===== src/rtl/cp0_timer_intc_pkg.sv =====
// Shared CP0 address map, register field positions and vector offsets
// for the timer / interrupt-controller slice.
package cp0_timer_intc_pkg;

    // CP0 addresses are {rd[4:0], sel[2:0]}
    localparam logic [7:0] CP0_COUNT      = {5'd9, 3'd0};
    localparam logic [4:0] CP0_COMPARE_RD = 5'd11;
    localparam logic [7:0] CP0_CAUSE      = {5'd13, 3'd0};
    localparam logic [7:0] CP0_INTCTL     = {5'd12, 3'd1};

    function automatic logic [7:0] CP0_COMPARE(input logic [2:0] sel);
        return {CP0_COMPARE_RD, sel};
    endfunction

    // Cause fields: IP occupies 15:8, hardware lines start at bit 10
    localparam int CAUSE_IP_LSB    = 8;
    localparam int CAUSE_IP_HW_LSB = 10;
    localparam int CAUSE_TI        = 30;

    // IntCtl fields
    localparam int INTCTL_VS_LSB   = 5;
    localparam int INTCTL_VS_W     = 5;
    localparam int INTCTL_EDGE_LSB = 16;

    // Exception vector offsets
    localparam logic [11:0] VEC_GENERAL = 12'h180;
    localparam logic [11:0] VEC_INT     = 12'h200;

    // Compare registers come out of reset at all-ones so no match is pending
    localparam logic [31:0] COMPARE_RST = 32'hFFFF_FFFF;

endpackage


===== src/rtl/cp0_compare_ch.sv =====
// One Compare channel: holds the compare value and its sticky pending bit.
module cp0_compare_ch
    import cp0_timer_intc_pkg::*;
(
    input  logic        clk,
    input  logic        reset,
    input  logic [31:0] count,
    input  logic        wr,
    input  logic [31:0] wr_data,
    output logic [31:0] compare,
    output logic        tpend
);

    // A write reloads the compare value and acknowledges the interrupt;
    // it wins over a match seen in the same cycle.
    always_ff @(posedge clk) begin
        if (reset) begin
            compare <= COMPARE_RST;
            tpend   <= 1'b0;
        end else if (wr) begin
            compare <= wr_data;
            tpend   <= 1'b0;
        end else if (count == compare) begin
            tpend   <= 1'b1;
        end
    end

endmodule


===== src/rtl/cp0_timer_intc.sv =====
// CP0 timer and interrupt controller: Count, Compare channels, per-line
// level/edge interrupt capture, Cause.IP/TI and vectored interrupt offset.
module cp0_timer_intc
    import cp0_timer_intc_pkg::*;
#(
    parameter int HW_INTS   = 6,
    parameter int TIMER_CH  = 1,
    parameter int COUNT_DIV = 2,
    parameter int TIMER_IRQ = 5
)(
    input  logic               clk,
    input  logic               reset,
    input  logic [HW_INTS-1:0] hw_int,
    input  logic               mtc0,
    input  logic [31:0]        mtc0_data,
    input  logic [7:0]         addr,
    output logic [31:0]        mfc0_data,
    input  logic [HW_INTS+1:0] status_im,
    input  logic               status_ie,
    input  logic               status_exl,
    input  logic               status_erl,
    input  logic               cause_iv,
    output logic [HW_INTS+1:0] cause_ip,
    output logic               cause_ti,
    output logic               int_sig,
    output logic [11:0]        int_vec_off
);

    localparam int DIV_W = (COUNT_DIV > 1) ? $clog2(COUNT_DIV) : 1;
    localparam logic [DIV_W-1:0] DIV_LAST = DIV_W'(COUNT_DIV - 1);

    logic [31:0]         count;
    logic [DIV_W-1:0]    div;
    logic [31:0]         compare [TIMER_CH];
    logic [TIMER_CH-1:0] tpend;
    logic [TIMER_CH-1:0] wr_compare;
    logic                wr_count;
    logic                wr_cause;
    logic                wr_intctl;

    logic [HW_INTS-1:0]  hw_q;
    logic [HW_INTS-1:0]  eff;
    logic [HW_INTS-1:0]  eff_prev;
    logic [HW_INTS-1:0]  rise;
    logic [HW_INTS-1:0]  edge_mode;
    logic [HW_INTS-1:0]  edge_latch;
    logic [HW_INTS-1:0]  ip_hw;
    logic [HW_INTS-1:0]  new_mode;
    logic [HW_INTS-1:0]  clr_mask;
    logic [4:0]          vs;
    logic [1:0]          ip1_0;

    logic [HW_INTS+1:0]  pend;
    logic [3:0]          prio;
    logic [11:0]         vec_step;
    logic [11:0]         vec_add;

    assign wr_count  = mtc0 && (addr == CP0_COUNT);
    assign wr_cause  = mtc0 && (addr == CP0_CAUSE);
    assign wr_intctl = mtc0 && (addr == CP0_INTCTL);
    assign new_mode  = mtc0_data[INTCTL_EDGE_LSB +: HW_INTS];
    assign clr_mask  = mtc0_data[CAUSE_IP_HW_LSB +: HW_INTS];

    // Decode which Compare channel, if any, is being written
    always_comb begin
        wr_compare = '0;
        for (int k = 0; k < TIMER_CH; k++) begin
            wr_compare[k] = mtc0 && (addr == CP0_COMPARE(3'(k)));
        end
    end

    // Count advances once per COUNT_DIV clocks; a software write restarts the prescaler
    always_ff @(posedge clk) begin
        if (reset) begin
            count <= '0;
            div   <= '0;
        end else if (wr_count) begin
            count <= mtc0_data;
            div   <= '0;
        end else if (div == DIV_LAST) begin
            count <= count + 32'd1;
            div   <= '0;
        end else begin
            div   <= div + 1'b1;
        end
    end

    for (genvar k = 0; k < TIMER_CH; k++) begin : g_ch
        cp0_compare_ch u_ch (
            .clk     (clk),
            .reset   (reset),
            .count   (count),
            .wr      (wr_compare[k]),
            .wr_data (mtc0_data),
            .compare (compare[k]),
            .tpend   (tpend[k])
        );
    end

    assign cause_ti = |tpend;

    // Effective line inputs: registered hw lines with the timer folded into one line
    always_comb begin
        for (int j = 0; j < HW_INTS; j++) begin
            eff[j] = hw_q[j] | (cause_ti && (j == TIMER_IRQ));
        end
    end

    assign rise = eff & ~eff_prev;

    // Line capture state, IntCtl and software IP bits
    always_ff @(posedge clk) begin
        if (reset) begin
            hw_q       <= '0;
            eff_prev   <= '0;
            edge_mode  <= '0;
            edge_latch <= '0;
            vs         <= '0;
            ip1_0      <= '0;
        end else begin
            hw_q     <= hw_int;
            eff_prev <= eff;
            // Switching to level clears; a fresh edge beats a software clear
            for (int j = 0; j < HW_INTS; j++) begin
                if (wr_intctl && !new_mode[j])
                    edge_latch[j] <= 1'b0;
                else if (edge_mode[j] && rise[j])
                    edge_latch[j] <= 1'b1;
                else if (wr_cause && clr_mask[j])
                    edge_latch[j] <= 1'b0;
            end
            if (wr_intctl) begin
                edge_mode <= new_mode;
                vs        <= mtc0_data[INTCTL_VS_LSB +: INTCTL_VS_W];
            end
            if (wr_cause) begin
                ip1_0 <= mtc0_data[CAUSE_IP_LSB +: 2];
            end
        end
    end

    assign ip_hw    = (edge_mode & edge_latch) | (~edge_mode & eff);
    assign cause_ip = {ip_hw, ip1_0};

    assign int_sig = (|(cause_ip & status_im)) & status_ie & ~status_exl & ~status_erl;

    // Vector offset: highest pending unmasked line scaled by the vector spacing
    always_comb begin
        pend = cause_ip & status_im;
        prio = '0;
        for (int i = 0; i < HW_INTS + 2; i++) begin
            if (pend[i]) prio = 4'(i);
        end
        vec_step = {2'b00, vs, 5'b00000};
        vec_add  = {8'b0, prio} * vec_step;
        if (!cause_iv)
            int_vec_off = VEC_GENERAL;
        else if (vs == 5'd0)
            int_vec_off = VEC_INT;
        else
            int_vec_off = VEC_INT + vec_add;
    end

    // Read mux; addresses not owned here read as zero
    always_comb begin
        mfc0_data = '0;
        if (addr == CP0_COUNT) begin
            mfc0_data = count;
        end else if (addr[7:3] == CP0_COMPARE_RD) begin
            for (int k = 0; k < TIMER_CH; k++) begin
                if (addr[2:0] == 3'(k)) mfc0_data = compare[k];
            end
        end else if (addr == CP0_CAUSE) begin
            mfc0_data[CAUSE_IP_LSB +: HW_INTS+2] = cause_ip;
            mfc0_data[CAUSE_TI]                  = cause_ti;
        end else if (addr == CP0_INTCTL) begin
            mfc0_data[INTCTL_EDGE_LSB +: HW_INTS]    = edge_mode;
            mfc0_data[INTCTL_VS_LSB +: INTCTL_VS_W]  = vs;
        end
    end

endmodule


===== config.mk =====
export PLATFORM = sky130hd
export DESIGN_NAME = cp0_timer_intc
export DESIGN_NICKNAME = d
export VERILOG_FILES = /design/src/rtl/cp0_timer_intc_pkg.sv /design/src/rtl/cp0_compare_ch.sv /design/src/rtl/cp0_timer_intc.sv
export SDC_FILE = /design/constraint.sdc
export NUM_CORES = 1
export LEC_CHECK = 0
export CORE_MARGIN = 2
export CORE_UTILIZATION = 40
export DETAILED_ROUTE_END_ITERATION = 8
export DONT_BUFFER_PORTS = 1
export MAX_ROUTING_LAYER = met4
export PLACE_DENSITY = 0.53
export RECOVER_POWER = 25
export SLEW_MARGIN = 5
export SYNTH_ARGS = -nofsm -noshare
export SYNTH_HDL_FRONTEND = slang
export SYNTH_SLANG_ARGS = --single-unit

===== constraint.sdc =====
create_clock -name clk -period 19.11 [get_ports clk]
set_input_delay 5.733 -clock clk [delete_from_list [all_inputs] [get_ports clk]]
set_output_delay 5.733 -clock clk [all_outputs]
set_load 0.005 [all_outputs]

==> impl_metrics.toml <==
[run_status]
violations = "max-capacitance violations, max-slew violations"
status = "finished with violations"

[worst_setup_path]
cp_top_family = "adder cells"
crit_cells = 14
worst_ep_required_time_ps = 13380
setup.worst_path.class = "in -> out"
critPathLaunch = "status_im[7]"
cp-end-kind = "output port"
reg2reg_depth = 5
crit_chain = "inv_1 > a211o_1 > nand4_1 > nand2_1 > fa_1 > inv_1 > ha_1 > a21o_1 > a21oi_1 > xnor2_1 > ha_1 > xor2_1 > xnor3_1 > and2_1"
r2r_start = "count[3]"
slowest_delay_ps = 610
cpMaxStageDelayCell = "fa_1"
rr_endpoint = "count[18]"
r2r_setup_slack_ps = 16640
critPathBufInv = 2
critPathArrivalTime_ps = 8790
startpoint_type = "input port"
crit_fanout = 5

[final_layout]
final_util = 0.440
drive_gt1_frac = 0.0459
layout.nets = 700
seq_area_um2 = 1940
syn_to_final_growth_pct = 6.49
multi_input_area_um2 = 3260
diodes = 0
n_fill_cell = 1361

[detailed_routing]
drc_errors = 0
firstDrtPassIters = 5
vias = 4655
detail_route.wl_per_cell_um = 20.1
routed_wl_um = 16300
ant_nets = 0
routed_via_density = 5.76
drtIter0Drc = 330

[synthesis]
syn-cell-area_um2 = 5510
synth-edff-count = 0
synth_xor_area_frac = 0.106
synthAdderAreaFrac = 0.0327
synth_top_area_cell = "dfxtp_1"
async_flop_share = 0
synthFlopType = "dfxtp_1"
synth_simple_gate_area_frac = 0.242
post-synth-top-area-fraction = 0.352
synth.area.mux_share = 0.0157
avgSynthCellArea_um2 = 8.44
synth_seq_area_share = 0.352
yosys.cell_types.count = 50
yosysWarnings = 0
synth_compound_area_frac = 0.189
ys_ff_latch = 97
syn-instance-count = 653
synth_area_leaders = "dfxtp_1, xnor2_1, a211o_1"
synth_top_family_by_area = "simple AND/OR/NAND/NOR gates"

[sta]
hold_viol = 0
rsz0062_at_grt = "false"
period_needed_ps = 14530
skew_ps = 9.15
fin_ws_ps = 4580
min_period_over_period = 0.760
maxSlewHeadroom = -0.281
slew_violations = 34
setup_viol = 0
worst_pin_slew_ps = 1920
max_clock_freq_mhz = 68.8
final.setup.tns_ps = 0

[floorplan]
die_h_um = 121
start_util = 0.413
die-area_um2 = 14700
rows = 42
pin_count = 115
core_area_um2 = 13300
die_x_um = 121

[grt]
gr-total-overflow = 0
grt_first_pass_wirelength_um = 25300
grt_pass1_vias = 4568
grt_usage = 0.233
antenna_found_initial = 0
grt_max_degree = 98

[hold_path]
hold_end = "eff_prev[2]"
worstHoldStart = "hw_q[2]"
holdPathStages = 1
min-delay-path-class = "reg -> reg"

[clocking]
clock_sinks = 97
cts-root-buf = "clkbuf_16"
cts-buffers-inserted = 9
postCtsSetupRepairBufs = 0
h-tree-depth = 3
cts.path.max_buffers = 2
cts_resized = 0
path_clk_slew_ps = 70
insertion_delay_ps = 350
tritoncts = "built"
ctsHoldBuffers = 0

[power_and_ir_drop]
peakVddDrop_v = 0.0000313
p_leak_nw = 2.11
pwr_density_cell_nw_per_um2 = 68.8

[flow_run]
maxCapViolCount = 1

[placed_design]
io_buffers = 0
hpwl_um = 11300
place_congestion = 0.848
place_ws_ps = 4600
routing by layer:
metal	global-route usage	up-vias	wire length [µm]
met5	-	-	0
met4	0.0855	0	316
met3	0.0531	23	1150
met2	0.358	168	7460
met1	0.300	2213	7350
li1	-	2251	-
synth_stat cells (15+ instances only):
cell,n
nor2_1,54
buf_2,15
nand3_1,20
and2_1,43
nand2_1,66
inv_1,23
a211o_1,33
dfxtp_1,97
a211oi_1,31
a21oi_1,23
clkbuf_1,24
nand4_1,22
xnor2_1,40
xor2_1,24
worst max-delay path by stage:
stage | end | slack (ps)
global route | int_vec_off[11] | 4420
global placement | int_vec_off[11] | 4670
floorplan | int_vec_off[11] | 4890
finish | int_vec_off[11] | 4580
detailed placement | int_vec_off[11] | 4600
CTS | int_vec_off[11] | 4580
flip-flops by register name (all words and copies together) (netlist names):
register           flops
count                 32
vs                     5
eff_prev               6
hw_q                   6
g_ch.u_ch.compare     32
div                    1
g_ch.u_ch.tpend        1
edge_mode              6
edge_latch             6
ip1_0                  2
cells in the final DEF, fill, tap and decap left out, types with 6 or more instances in the layout:
master	count
nor3_1	13
ha_1	8
nor2b_1	14
a21oi_1	23
nand4_1	22
a211o_1	33
xnor2_1	40
xor2_1	24
nor2_1	53
and2_1	43
a222oi_1	10
clkbuf_16	9
a211oi_1	31
buf_4	6
inv_1	23
nand2_1	66
and3_1	9
dfxtp_1	97
a22o_1	14
a22oi_1	11
nand3_1	20
cell type report:
| type | count | area share |
|---|---|---|
| Tap cell | 176 | 0.0375 |
| Clock inverter | 6 | 0.0115 |
| Clock buffer | 10 | 0.0407 |
| Multi-Input combinational cell | 487 | 0.555 |
| Sequential cell | 97 | 0.331 |
| Inverter | 23 | 0.0147 |
| Timing Repair Buffer | 9 | 0.00959 |
per-stage QoR:
step,instance area [µm²],hold WS [ps],total power [mW],std cells
after detailed placement,5570,470,0.222,792
after global routing,5870,496,0.418,808
after floorplan,5530,447,0.222,657
after global placement,5570,462,0.221,792
final,5870,473,0.404,808
after CTS,5880,472,0.408,808
worst reg2reg max path: cells and delay by family (launching register included):
| family | cells | cell delay, ps |
|---|---|---|
| DFF | 1 | 480 |
| AOI/OAI and AO/OA | 3 | 680 |
| and+or+nand+nor | 2 | 1250 |
cells by family after synthesis:
logic type / after synthesis
DFF: 97
adders and majority gates: 12
and+or+nand+nor: 261
xor gates and xnor gates: 65
AOI/OAI and AO/OA: 136
other: 1
buffers and inverters: 73
muxes: 8
report_power, final:
part	internal [mW]	switching, mW
logic	0.00448	0.00620
clock network	0.105	0.0818
registers	0.204	0.00194
total	0.314	0.0899
(Power assumes the default switching activity.)
